--- src/rtl/fir_coef_sched.sv ---
// Coefficient scheduler for the 16-tap FIR: shadow/active banks, sample strobe divider,
// and boundary-aligned bank swap. Define FIR_COEF_SYM_EN for mirrored (linear-phase) loading.
module fir_coef_sched #(
    parameter int unsigned NTAPS = 16,
    parameter int unsigned CW    = 12,
    parameter int unsigned AW    = 4,
    parameter int unsigned DIV   = 10
) (
    input  logic                  clk,
    input  logic                  rst,
    input  logic                  run,
    input  logic                  wr_valid,
    output logic                  wr_ready,
    input  logic [AW-1:0]         wr_addr,
    input  logic [CW-1:0]         wr_data,
    input  logic                  commit,
    output logic                  busy,
    output logic                  control,
    output logic [NTAPS*CW-1:0]   coef_bus,
    output logic                  coef_upd
);

    localparam int unsigned DCW = (DIV > 1) ? $clog2(DIV) : 1;
    localparam logic [DCW-1:0] DIV_LAST = DCW'(DIV - 1);

    typedef enum logic {
        IDLE,
        PEND
    } state_t;

    state_t         state;
    state_t         state_nxt;
    logic [DCW-1:0] div_cnt;
    logic           wr_fire;
    logic           at_last;
    logic           boundary;
    logic           swap;
    logic           wr_ready_nxt;
    logic           busy_nxt;

    assign wr_fire  = wr_valid && wr_ready;
    assign at_last  = (div_cnt == DIV_LAST);
    assign boundary = (run && at_last) || !run;

    // Sample strobe divider; counter parks at zero while idle.
    always_ff @(posedge clk or negedge rst) begin
        if (!rst) begin
            div_cnt <= '0;
            control <= 1'b0;
        end else begin
            control <= run && at_last;
            if (!run || at_last) begin
                div_cnt <= '0;
            end else begin
                div_cnt <= div_cnt + DCW'(1);
            end
        end
    end

    // Commit sequencing: hold the request until the next sample boundary.
    always_comb begin
        state_nxt    = state;
        swap         = 1'b0;
        wr_ready_nxt = 1'b1;
        busy_nxt     = 1'b0;
        case (state)
            IDLE: begin
                if (commit) begin
                    state_nxt = PEND;
                end
            end
            PEND: begin
                if (boundary) begin
                    swap      = 1'b1;
                    state_nxt = IDLE;
                end
            end
            default: state_nxt = IDLE;
        endcase
        if (state_nxt == PEND) begin
            wr_ready_nxt = 1'b0;
            busy_nxt     = 1'b1;
        end
    end

    always_ff @(posedge clk or negedge rst) begin
        if (!rst) begin
            state    <= IDLE;
            wr_ready <= 1'b0;
            busy     <= 1'b0;
            coef_upd <= 1'b0;
        end else begin
            state    <= state_nxt;
            wr_ready <= wr_ready_nxt;
            busy     <= busy_nxt;
            coef_upd <= swap;
        end
    end

    // Per-tap shadow and active registers.
    for (genvar k = 0; k < NTAPS; k++) begin : g_tap
        logic [CW-1:0] sh_q;
        logic [CW-1:0] act_q;
        logic          hit;

`ifdef FIR_COEF_SYM_EN
        // Upper half mirrors the lower-half address; upper addresses hit nothing.
        if (k < NTAPS / 2) begin : g_lo
            assign hit = wr_fire && (wr_addr == AW'(k));
        end else begin : g_hi
            assign hit = wr_fire && (wr_addr == AW'(NTAPS - 1 - k));
        end
`else
        assign hit = wr_fire && (wr_addr == AW'(k));
`endif

        always_ff @(posedge clk or negedge rst) begin
            if (!rst) begin
                sh_q  <= '0;
                act_q <= '0;
            end else begin
                if (hit) begin
                    sh_q <= wr_data;
                end
                if (swap) begin
                    act_q <= sh_q;
                end
            end
        end

        assign coef_bus[k*CW +: CW] = act_q;
    end

endmodule

--- config.mk ---
export PLATFORM = sky130hd
export DESIGN_NAME = fir_coef_sched
export DESIGN_NICKNAME = d
export VERILOG_FILES = /design/src/rtl/fir_coef_sched.sv
export SDC_FILE = /design/constraint.sdc
export NUM_CORES = 1
export LEC_CHECK = 0
export ABC_CLOCK_PERIOD_IN_PS = 2100
export CAP_MARGIN = 20
export CORE_MARGIN = 1.5
export CORE_UTILIZATION = 39
export CTS_CLUSTER_DIAMETER = 150
export DETAILED_ROUTE_END_ITERATION = 8
export HOLD_SLACK_MARGIN = 0.15
export PLACE_DENSITY = 0.58
export SYNTH_ARGS = -nofsm -noshare
export SYNTH_HDL_FRONTEND = slang
export SYNTH_SLANG_ARGS = --single-unit
--- constraint.sdc ---
create_clock -name clk -period 2.1 [get_ports clk]
set_input_delay 0.42 -clock clk [delete_from_list [all_inputs] [get_ports clk]]
set_output_delay 0.42 -clock clk [all_outputs]
set_load 0.02 [all_outputs]
* Word-level counts from Yosys, hierarchy flattened
Cells that the tools add are included.
** Word-level totals
- Flip-flop bits (word level) :: 393
- Output and inout port bits :: 196
- Logic and storage cells :: 86
** Cells by class
- Add/sub/neg operators :: 1
- Equality and inequality tests :: 16
- Mux-type cells :: 8
- Bitwise logic cells :: 1
- Reduce and logical (&&, ||, !) cells :: 22
** Operators by type and width (number)
- $eq A4 B4 Y1 const B :: 9
- $logic_and A1 B1 Y1 :: 18
- $eq A4 B3 Y1 const B :: 4
- $eq A4 B2 Y1 const B :: 2
- $mux W1 :: 6
- $add A4 B1 Y4 const B :: 1
- $eq A4 B1 Y1 const B :: 1
- $logic_not A4 Y1 :: 1
- $mux W4 :: 1
- $logic_or A1 B1 Y1 :: 2
- $pmux W1 S2 :: 1
- $logic_not A1 Y1 :: 1
- $not A1 Y1 :: 1

* Depth between registers and ports, before layout
- Depth in word-level cells :: 6
- Mapped depth :: 7

* Least setup slack after synthesis
OpenSTA, ideal clock, no wires.
- Path kind :: reg2reg
- Start point :: register div_cnt[1]
- End point :: register g_tap[2].act_q[0]
- Library setup time :: 0.125 ns
- Arrival time :: 1.580 ns
- Data required time :: 1.975 ns
- Setup slack :: 0.396 ns
- Cell stages (with the launch flop) :: 8
- Period minus slack after synthesis :: 1.704 ns
- Cells stage by stage :: dfrtp_1 -> inv_1 -> ha_1 -> nand3b_4 -> a21boi_2 -> buf_2 -> buf_4 -> mux2_2
** On the way
- Longest elaborated chain between the ends :: 5
** RTL lines
- start, declared :: RTL line 33 : logic [DCW-1:0] div_cnt;
- start signal, assigned :: RTL line 55 : div_cnt <= div_cnt + DCW'(1);
- $eq A4 B4 Y1 :: RTL line 42 : assign at_last = (div_cnt == DIV_LAST);
- $logic_and A1 B1 Y1 :: RTL line 43 : assign boundary = (run && at_last) || !run;
- $logic_or A1 B1 Y1 :: RTL line 43
- $mux W1 :: RTL line 73 : if (boundary) begin
- $mux W1 :: RTL line 66 : case (state)
- end signal, assigned :: RTL line 126 : act_q <= sh_q;
- end, declared :: RTL line 103 : logic [CW-1:0] act_q;
No other way between the ends.
A chain may end at the register's enable or synchronous reset.

* Worst setup path in the final report
- Start point :: register g_tap[1].act_q[2]
- End point :: output coef_bus[14]
** RTL lines
- start, declared :: RTL line 103
- start signal, assigned :: RTL line 126
- end, declared :: RTL line 19 : output logic [NTAPS*CW-1:0] coef_bus,
No word-level cell between the ends.

==> out/results.ini <==
[yosys]
ys_seq_area_share_pct = 66.4
yosysTopAreaCell = dfrtp_1
ys.warnings.count = 0
yosys-top-cells-area = dfrtp_1 66%, mux2_2 27%, mux2_4 2.0%
async_flop_share_pct = 100
synth_area_um2 = 14800
synth_seq_cells = 392
synth.avg_cell_area_um2 = 17.0
synth_flop_cell = dfrtp_1
synth_top_area_share_pct = 66.4
synth_cells = 868
synth_edf_count = 0
synthesis.nets = 891
synth_cell_type_count = 26

[job]
maxCapViolCount = 0

[drt]
routed_wirelength_um = 34900
drcViolationCount = 0
wire_per_inst_um = 20.8
routed_via_density = 4.78
ant_nets = 0
drtPass1Iterations = 4
via_count = 8029
drt_iter0_drc = 264

[power_and_ir_drop]
p_clk_share_pct = 27.0
pwr_density_cell_nw_per_um2 = 1380
comb_power_share_pct = 30.4
seqPwrFrac_pct = 42.6
switching_share_pct = 29.9
p_leak_nw = 8.86
ir_drop_uv = 592
power.internal_mw = 18.8
power.switching_mw = 8.01

[cts]
insertion_delay_ns = 0.55
clk_path_buf_depth = 3
htree_levels = 2
clock_sinks = 392
clock-root-buffer = clkbuf_16
cts_tree = yes
cts_setup_buffers = 0
clk_pin_slew_ns = 0.06
cts_buffers = 43

[setup_path]
crit_start = g_tap[1].act_q[2]
slowest_stage = clkdlybuf4s50_1
reg2reg_to = g_tap[0].act_q[7]
reg2reg_from = div_cnt[1]
crit_chain = clkdlybuf4s50_1
cp-end-kind = primary output
worstSetupStartpointType = flip-flop
crit_arrival_ns = 1.59
critPathKind = reg2out
reg2reg_slack_ns = 0.23
critPathBufInv = 1
crit_path_max_fanout = 2
rr_worst_depth = 7
required_ns = 1.68
max_stage_delay_ns = 0.64
crit_family = buffers and inverters

[finish]
final_common_cell = dfrtp_1
multi_input_area_um2 = 4670
regArea_um2 = 9810
nets = 1161
final_cells = 1680
fill_cells = 3200
syn2layout_area_growth_pct = 31.5
mostFrequentLayoutCells = 392 x dfrtp_1, 350 x mux2_2, 214 x clkdlybuf4s50_1
drive_gt1_share_pct = 42.9

[die]
io_pins = 217
rows = 71
die_x_um = 198
die_h_um = 198
core_area_um2 = 37500
dieArea_um2 = 39100
start_util_pct = 39.4

[hold_path]
hold_path.class = in2async

[grt]
grtUsageTotal_pct = 18.5
grt_pass1_vias = 8522
grt_max_degree = 61
grt_first_pass_wirelength_um = 53700
grt_overflow = 0
antenna_found_initial = 0

[timing]
fmax_mhz = 499
finalSetupViolations = 0
holdWs_ns = 0.395
fin_crit_ns = 2.01
tightest_slew_ns = 0.496
slew_violations = 0
rsz0062_at_grt = no
relSlewSlack_pct = 66.9
hold_violations = 0
finalCritPeriodShare_pct = 95.5
finClkSkew_ns = 0.0193

[place]
routabilityCongestion = 0.713
place.detailed.hpwl_um = 22200
port_buffers = 216
dp_cells = 1603

[outcome]
status = finished, final reports clean

==> worst register-to-register path: stages (launching register included) <==
cell and delay [ns]:
dfrtp_1 0.39, inv_1 0.06, ha_1 0.18, nand3b_4 0.12, a21boi_4 0.24, buf_4 0.22, buf_12 0.19, mux2_2 0.37
==> what timing repair did <==
action,in CTS,in global routing
endpoints found under the hold margin,43,0
resized for setup,1,0
endpoints found under the setup margin,1,0
hold buffers,1,0
==> per-layer routing <==
metal / vias up / share of wire, % / routed length (µm) / global-route usage, %
met3: 27 / 4.4 / 1530 / 3.89
met4: 0 / 1.2 / 435 / 4.18
met2: 147 / 48 / 16700 / 30.1
met1: 4250 / 47 / 16200 / 25.4
li1: 3605 / - / - / -
met5: - / 0 / 0 / 0
==> flip-flops by register name, indices dropped and copies added, names as in the netlist <==
signal and flops:
busy 1, coef_upd 1, control 1, div_cnt 4
g_tap.act_q 192, g_tap.sh_q 192, wr_ready 1
==> cell usage after synthesis, drive strengths merged, types with 2 or more instances <==
library cell and instances:
nor2 15, nand3b 2, ha 2, nand4b 2
nand2 3, nand2b 3, inv 3, buf 37
mux2 384, nand3 2, or3 3, clkbuf 12
dfrtp 392
==> worst max-delay path by stage <==
stage | endpoint | slack, ns | cells past startpoint
floorplan | g_tap[2].act_q[0] | 0.40 | 7
global placement | g_tap[12].sh_q[1] | 0.02 | 5
detailed placement | g_tap[2].sh_q[10] | -0.03 | 4
CTS | coef_bus[119] | 0.06 | 1
global route | busy | 0.04 | 1
finish | coef_bus[14] | 0.09 | 1
==> cell families (layout without fill, tap and decap cells) <==
| group | count (synthesis) | count (layout) | synth area share [%] |
|---|---|---|---|
| mux | 384 | 384 | 29.8 |
| simple gates | 33 | 33 | 1.35 |
| fa+ha+maj | 2 | 2 | 0.169 |
| buf+inv | 52 | 352 | 2.07 |
| flops | 392 | 392 | 66.4 |
| xor+xnor | 2 | 2 | 0.119 |
| other cells | 0 | 1 | 0 |
| compound gates | 3 | 3 | 0.161 |
==> power by group through the flow <==
stage | sequential (mW) | clock, mW | combinational [mW]
floorplan | 13.0 | 0 | 2.44
global placement | 11.5 | 0 | 8.16
detailed placement | 11.6 | 0 | 8.25
CTS | 11.5 | 7.41 | 8.29
global route | 11.8 | 7.73 | 8.65
finish | 11.4 | 7.23 | 8.16
==> stage by stage <==
stage	setup TNS [ns]	setup slack, ns	utilization, %	area [µm²]	power, mW
after floorplan	0	0.396	-	14800	15.4
after global placement	0	0.0161	48.2	18100	19.7
after detailed placement	-0.205	-0.0255	48.2	18100	19.8
after CTS	0	0.0603	51.9	19400	27.2
after global routing	0	0.0388	51.9	19400	28.2
final	0	0.0947	51.9	19400	26.8
==> final cells by class <==
cell class	instances	share of cell area (%)
diodes	1	0.0129
clock buffers	61	6.45
clock inverters	14	0.566
inverters	3	0.0579
multi-input cells	424	24.0
flip-flops and latches	392	50.5
well taps	511	3.29
repair buffers	274	15.1
No activity file was read; power rests on OpenSTA's default activity.
